`config.mk`:
```
export PLATFORM = sky130hd
export DESIGN_NAME = psddivide_seq_flat
export DESIGN_NICKNAME = d
export VERILOG_FILES = /design/src/rtl/psddivide_pkg.sv /design/src/rtl/psddivide_seq_if.sv /design/src/rtl/psddivide_seq.sv /design/src/flat_wrapper.sv
export SDC_FILE = /design/constraint.sdc
export NUM_CORES = 1
export LEC_CHECK = 0
export CELL_PAD_IN_SITES_DETAIL_PLACEMENT = 1
export CELL_PAD_IN_SITES_GLOBAL_PLACEMENT = 2
export CORE_AREA = 3 3 144 160
export CTS_CLUSTER_SIZE = 30
export DETAILED_ROUTE_END_ITERATION = 8
export DIE_AREA = 0 0 147 163
export HOLD_SLACK_MARGIN = 0.08
export PLACE_DENSITY = 0.88
export SLEW_MARGIN = 20
export SYNTH_ARGS = -nofsm -noshare
export SYNTH_HDL_FRONTEND = slang
export SYNTH_SLANG_ARGS = --single-unit
```
`constraint.sdc`:
```
create_clock -name clock -period 4.75 [get_ports clock]
set_clock_uncertainty 0.05 [all_clocks]
set_input_delay 0.7125 -clock clock [delete_from_list [all_inputs] [get_ports clock]]
set_output_delay 0.7125 -clock clock [all_outputs]
set_load 0.03 [all_outputs]
```
`src/rtl/psddivide_pkg.sv`:
```
// Shared definitions for the psddivide operand sequencer: default sizing,
// FSM state encoding and the quotient pattern reported for a zero divisor.
package psddivide_pkg;

    // Default operand/result width.
    localparam int unsigned DEF_WIDTH      = 32;
    // Default divider execution time, counted from the cycle start is
    // sampled to the cycle stop is driven.
    localparam int unsigned DEF_DIV_CYCLES = 32;

    // Sequencer states; IDLE is the only state that accepts operands.
    typedef enum logic [2:0] {
        StIdle    = 3'd0,
        StStart   = 3'd1,
        StWait    = 3'd2,
        StStop    = 3'd3,
        StCapture = 3'd4,
        StResult  = 3'd5
    } state_t;

    // Quotient reported when the divisor is zero: every bit set.
    localparam logic [DEF_WIDTH-1:0] DIVZERO_QUOTIENT = '1;

endpackage

```
`src/rtl/psddivide_seq_if.sv`:
```
// Operand and result handshake bundle between a producer/consumer and the
// psddivide sequencer. The sequencer takes the slave view.
interface psddivide_seq_if
    import psddivide_pkg::*;
#(
    parameter int unsigned WIDTH = DEF_WIDTH
);

    // Operand side
    logic             in_valid;
    logic             in_ready;
    logic [WIDTH-1:0] in_dividend;
    logic [WIDTH-1:0] in_divisor;

    // Result side
    logic             out_valid;
    logic             out_ready;
    logic [WIDTH-1:0] out_quotient;
    logic [WIDTH-1:0] out_rest;
    logic             out_divzero;

    modport slave (
        input  in_valid,
        input  in_dividend,
        input  in_divisor,
        input  out_ready,
        output in_ready,
        output out_valid,
        output out_quotient,
        output out_rest,
        output out_divzero
    );

    modport master (
        output in_valid,
        output in_dividend,
        output in_divisor,
        output out_ready,
        input  in_ready,
        input  out_valid,
        input  out_quotient,
        input  out_rest,
        input  out_divzero
    );

endinterface

```
`src/rtl/psddivide_seq.sv`:
```
// Operand sequencer for the non-restoring divider psddivide. Accepts one
// dividend/divisor pair at a time, drives the divider's start/stop pulses
// with fixed timing, captures quotient/rest and offers them as a result.
// A zero divisor is answered locally and never starts the divider.
// Every output is a register or a decode of the state register, so nothing
// combinationally depends on in_valid or out_ready.
module psddivide_seq
    import psddivide_pkg::*;
#(
    parameter int unsigned WIDTH      = DEF_WIDTH,
    parameter int unsigned DIV_CYCLES = DEF_DIV_CYCLES
) (
    input  logic             clock,
    input  logic             reset,
    psddivide_seq_if.slave   io,
    output logic             div_start,
    output logic             div_stop,
    output logic [WIDTH-1:0] div_dividend,
    output logic [WIDTH-1:0] div_divisor,
    input  logic [WIDTH-1:0] div_quotient,
    input  logic [WIDTH-1:0] div_rest,
    output logic             busy
);

    // Wide enough to hold DIV_CYCLES, so the count never wraps mid-operation.
    localparam int unsigned   CntW    = $clog2(DIV_CYCLES + 1);
    localparam logic [CntW-1:0] CntLast = CntW'(DIV_CYCLES - 1);
    localparam logic [CntW-1:0] CntOne  = CntW'(1);

    state_t           state_q,    state_d;
    logic [CntW-1:0]  cnt_q,      cnt_d;
    logic [WIDTH-1:0] dividend_q, dividend_d;
    logic [WIDTH-1:0] divisor_q,  divisor_d;
    logic [WIDTH-1:0] quot_q,     quot_d;
    logic [WIDTH-1:0] rest_q,     rest_d;
    logic             divzero_q,  divzero_d;

    // State and datapath registers; reset clears everything at once and
    // drops any operation in flight.
    always_ff @(posedge clock or negedge reset) begin
        if (!reset) begin
            state_q    <= StIdle;
            cnt_q      <= '0;
            dividend_q <= '0;
            divisor_q  <= '0;
            quot_q     <= '0;
            rest_q     <= '0;
            divzero_q  <= 1'b0;
        end else begin
            state_q    <= state_d;
            cnt_q      <= cnt_d;
            dividend_q <= dividend_d;
            divisor_q  <= divisor_d;
            quot_q     <= quot_d;
            rest_q     <= rest_d;
            divzero_q  <= divzero_d;
        end
    end

    // Next-state and datapath update for the operation sequence.
    always_comb begin
        state_d    = state_q;
        cnt_d      = cnt_q;
        dividend_d = dividend_q;
        divisor_d  = divisor_q;
        quot_d     = quot_q;
        rest_d     = rest_q;
        divzero_d  = divzero_q;

        unique case (state_q)
            StIdle: begin
                // in_ready is high throughout IDLE, so in_valid is the handshake.
                if (io.in_valid) begin
                    dividend_d = io.in_dividend;
                    divisor_d  = io.in_divisor;
                    if (io.in_divisor == '0) begin
                        quot_d    = {WIDTH{DIVZERO_QUOTIENT[0]}};
                        rest_d    = io.in_dividend;
                        divzero_d = 1'b1;
                        state_d   = StResult;
                    end else begin
                        state_d   = StStart;
                    end
                end
            end
            StStart: begin
                cnt_d   = '0;
                state_d = StWait;
            end
            StWait: begin
                // Leave after DIV_CYCLES cycles in this state.
                cnt_d = cnt_q + CntOne;
                if (cnt_q == CntLast) begin
                    state_d = StStop;
                end
            end
            StStop: begin
                state_d = StCapture;
            end
            StCapture: begin
                // The divider sampled stop on the previous edge; its outputs
                // are final now.
                quot_d    = div_quotient;
                rest_d    = div_rest;
                divzero_d = 1'b0;
                state_d   = StResult;
            end
            StResult: begin
                if (io.out_ready) begin
                    state_d = StIdle;
                end
            end
            default: begin
                state_d = StIdle;
            end
        endcase
    end

    // Handshake and divider control decoded from the state register only.
    assign io.in_ready  = (state_q == StIdle);
    assign io.out_valid = (state_q == StResult);
    assign div_start    = (state_q == StStart);
    assign div_stop     = (state_q == StStop);
    assign busy         = (state_q != StIdle);

    // Registered data outputs.
    assign io.out_quotient = quot_q;
    assign io.out_rest     = rest_q;
    assign io.out_divzero  = divzero_q;
    assign div_dividend    = dividend_q;
    assign div_divisor     = divisor_q;

endmodule

```
`src/flat_wrapper.sv`:
```
// flat-port wrapper written by rule: the top's interface ports become plain ports
module psddivide_seq_flat import psddivide_pkg::*;
#(
    parameter int unsigned WIDTH      = DEF_WIDTH,
    parameter int unsigned DIV_CYCLES = DEF_DIV_CYCLES
)
  (clock, reset, div_start, div_stop, div_dividend, div_divisor, div_quotient, div_rest, busy, io_in_valid, io_in_dividend, io_in_divisor, io_out_ready, io_in_ready, io_out_valid, io_out_quotient, io_out_rest, io_out_divzero);
  psddivide_seq_if #(.WIDTH(WIDTH)) io_i ();
  input  logic clock;
  input  logic reset;
  output logic div_start;
  output logic div_stop;
  output logic [WIDTH-1:0] div_dividend;
  output logic [WIDTH-1:0] div_divisor;
  input  logic [WIDTH-1:0] div_quotient;
  input  logic [WIDTH-1:0] div_rest;
  output logic busy;
  input wire logic [$bits(io_i.in_valid)-1:0] io_in_valid;
  input wire logic [$bits(io_i.in_dividend)-1:0] io_in_dividend;
  input wire logic [$bits(io_i.in_divisor)-1:0] io_in_divisor;
  input wire logic [$bits(io_i.out_ready)-1:0] io_out_ready;
  output wire logic [$bits(io_i.in_ready)-1:0] io_in_ready;
  output wire logic [$bits(io_i.out_valid)-1:0] io_out_valid;
  output wire logic [$bits(io_i.out_quotient)-1:0] io_out_quotient;
  output wire logic [$bits(io_i.out_rest)-1:0] io_out_rest;
  output wire logic [$bits(io_i.out_divzero)-1:0] io_out_divzero;
  assign io_i.in_valid = io_in_valid;
  assign io_i.in_dividend = io_in_dividend;
  assign io_i.in_divisor = io_in_divisor;
  assign io_i.out_ready = io_out_ready;
  assign io_in_ready = io_i.in_ready;
  assign io_out_valid = io_i.out_valid;
  assign io_out_quotient = io_i.out_quotient;
  assign io_out_rest = io_i.out_rest;
  assign io_out_divzero = io_i.out_divzero;
  psddivide_seq #(.WIDTH(WIDTH), .DIV_CYCLES(DIV_CYCLES)) u_core (.clock(clock), .reset(reset), .io(io_i), .div_start(div_start), .div_stop(div_stop), .div_dividend(div_dividend), .div_divisor(div_divisor), .div_quotient(div_quotient), .div_rest(div_rest), .busy(busy));
endmodule
```
==> summary.md <==
| Metric | Value |
|---|---|
| Maximum VDD drop | 0.000367 V |
| Placed cells | 995 |
| Largest net degree at the start of global routing | 60 |
| Hold Path Class | input pin to async pin |
| Final worst-path cycle share | 72.4% |
| Crit path from | io_in_divisor[13] |
| Synth area leaders | dfrtp_1, mux2_2, o221a_1 |
| RD Place Congestion | 0.754 |
| Clock latency on the worst-skew pair | 420 ps |
| Fin area | 9510 um^2 |
| CP Depth | 5 |
| Total CTS buffers | 17 |
| Die Y | 163 um |
| Final #Nets | 857 |
| Clock Path Buffers | 2 |
| Top-Level Pins | 266 |
| Clk Tree Root Cell | clkbuf_16 |
| CP Class | input pin to flip-flop |
| Vias per cell | 5.09 |
| P&R area growth vs syn | 58.2% |
| Synth warnings | 0 |
| Setup TNS | 0 ps |
| Syn_area_per_cell | 12.7 um^2 |
| WL per Instance | 20.6 um |
| CP max stage cell | and4_1 |
| Worst Setup EP | u_core.io.out_rest[13] |
| Remaining antenna violation count | 0 |
| Syn_nets | 605 |
| Worst-path maximum fanout | 33 |
| Slew Limit Headroom | 24.5% |
| FF-to-FF End | u_core.io.out_rest[13] |
| Commonest cells after routing, fill and taps aside | clkdlybuf4s50_1, dfrtp_1, mux2_2 |
| Leak pwr | 3.70 nW |
| Distinct cells, synth | 35 |
| Die width | 147 um |
| DRT Pass-1 Iters | 4 |
| # setup viols final | 0 |
| Core Box Area | 21400 um^2 |
| Max_cap viols | 0 |
| First-pass GRT wire length | 32800 um |
| Crit Reg-Reg Startpoint | u_core.state_q[0] |
| R2R Setup Slk | 1520 ps |
| Final hold slack | 106 ps |
| Yosys reg bits | 138 |
| Die area | 24000 um^2 |
| Status | finished, final reports clean |
| Top FF cell, synth | dfrtp_1 |
| Final Hold Fails | 0 |
| Pre-CTS worst setup slack | 907 ps |
| Rows | 56 |
| PnR worst setup slack | 1310 ps |
| H-tree depth | 4 |
| Most common cell after layout, fill and taps aside | clkdlybuf4s50_1 |
| Non-Filler Instances | 1027 |
| Fraction of registers with async set/reset | 100% |
| Reg clk slew, reported paths | 70 ps |
| CTS hold repair buffers | 0 |
| Slew @ Worst Pin | 1130 ps |
| Area leader, netlist | dfrtp_1 |
| Sum of buffers and inverters on the critical path | 1 |
| GRT Total Usage | 17.2% |
| Register area | 3450 um^2 |
| Post-cts sizing count | 0 |
| RSZ-0062 raised after global routing | false |
| Area share of the largest cell type after synthesis | 57.4% |
| R2R depth | 4 |
| Input/output buffers | 265 |
| FILL cells | 2307 |
| Cell Pwr Density | 792 nW/um^2 |
| Post-Synthesis Cell Area | 6010 um^2 |
| Arrival @ worst endpoint | 3730 ps |
| DRC viols | 0 |
| Placed cell area | 8940 um^2 |
| Startpoint types | input pin |
| Share of layout cells above drive strength 1 | 16.6% |
| Number of synthesized flops with an enable pin | 0 |
| CTS tree | done |
| WP data required | 5040 ps |
| Initial antenna violation count | 0 |
| Crit end category | flip-flop |
| Diode count | 0 |
| Clock period minus worst slack | 3440 ps |
| Dpl hpwl | 15500 um |
| 1st-iter DRT viols | 138 |
| Final Max Slew Viols | 0 |
| Crit-path max cell delay | 1010 ps |
| Syn Inst Count | 472 |
| Multi-input gate area | 2360 um^2 |
| Starting Density | 28.0% |
| Largest delay share family, worst path | simple AND/OR/NAND/NOR gates |
| Clock Sinks | 138 |
| Drt total wl | 21200 um |
| Seq/Total Area, Yosys | 57.4% |
| CP Cell Sequence | clkdlybuf4s50_1 > nor4_1 > and4_1 > a31o_2 > o221a_1 |
| Post-CTS setup buffer count | 0 |
| Grt ovf | 0 |
| Routed vias | 5227 |
| Vias in the first global route | 5843 |
| FMAX | 0.291 GHz |
[cell families (layout without fill, tap and decap cells)]
family,after synthesis,in the layout,share of synthesized area [%]
AO/OA/AOI/OAI,145,145,20.4
adder cells (fa/ha/maj),1,1,0.208
buffers and inverters,49,314,3.54
flip-flops,138,138,57.4
multiplexers,65,65,12.2
AND/OR/NAND/NOR,74,74,6.20
[where the power goes]
part	switching (W)	internal [W]	leakage [nW]	total [W]
combinational	0.00219	0.00184	1.75	0.00403
clock	0.000588	0.000700	0.282	0.00129
sequential	0.000449	0.00177	1.66	0.00222
total	0.00323	0.00431	3.70	0.00754
[how the worst min path moves through the flow]
stage	depth (start not counted)	slack (ps)	startpoint	end
after floorplan	0	370	reset	u_core.cnt_q[0]
after global placement	2	420	u_core.io.out_divzero	u_core.io.out_divzero
after detailed placement	2	430	u_core.io.out_divzero	u_core.io.out_divzero
after CTS	1	100	reset	u_core.div_divisor[20]
after global routing	1	100	reset	u_core.div_divisor[22]
final	1	110	reset	u_core.div_divisor[20]
[final cells by class]
type,count,share of cell area [%]
Sequential cell,138,36.3
Clock inverter,15,1.59
Clock buffer,17,4.47
Timing Repair Buffer,277,28.8
Inverter,5,0.197
Multi-Input combinational cell,285,24.8
Tap cell,290,3.81
[routing by layer]
metal | routed length [um] | vias up | track usage [%]
met1 | 8320 | 2636 | 19.6
met4 | 287 | 0 | 5.04
met2 | 10900 | 208 | 30.6
met5 | 0 | - | 0
met3 | 1670 | 21 | 6.18
li1 | - | 2362 | -
[cell usage after synthesis (2+ instances only)]
master / n
dfrtp_1: 138
nor3b_1: 4
a311oi_1: 32
nand4_1: 3
buf_2: 14
buf_4: 3
nand2_1: 8
inv_1: 5
and3_1: 2
clkbuf_1: 23
nor2_1: 41
mux2_2: 65
o22ai_1: 32
o22a_1: 32
o21ai_0: 9
o221a_2: 3
o221a_1: 29
buf_1: 4
nor4_1: 8
a31oi_1: 2
[state kept, by name, summed over array words and instances, names as in the netlist]
signal / flops
u_core.io.out_rest: 32
u_core.io.out_divzero: 1
u_core.div_dividend: 32
u_core.div_divisor: 32
u_core.cnt_q: 6
u_core.state_q: 3
u_core.io.out_quotient: 32
[metrics by stage]
stage | util (%) | power, W
6_report | 44.4 | 0.00754
5_1_grt | 44.4 | 0.00794
4_1_cts | 44.4 | 0.00764
3_5_place_dp | 41.7 | 0.00630
3_3_place_gp | 41.7 | 0.00616
2_1_floorplan | - | 0.00455
No activity file was read; power rests on OpenSTA's default activity.
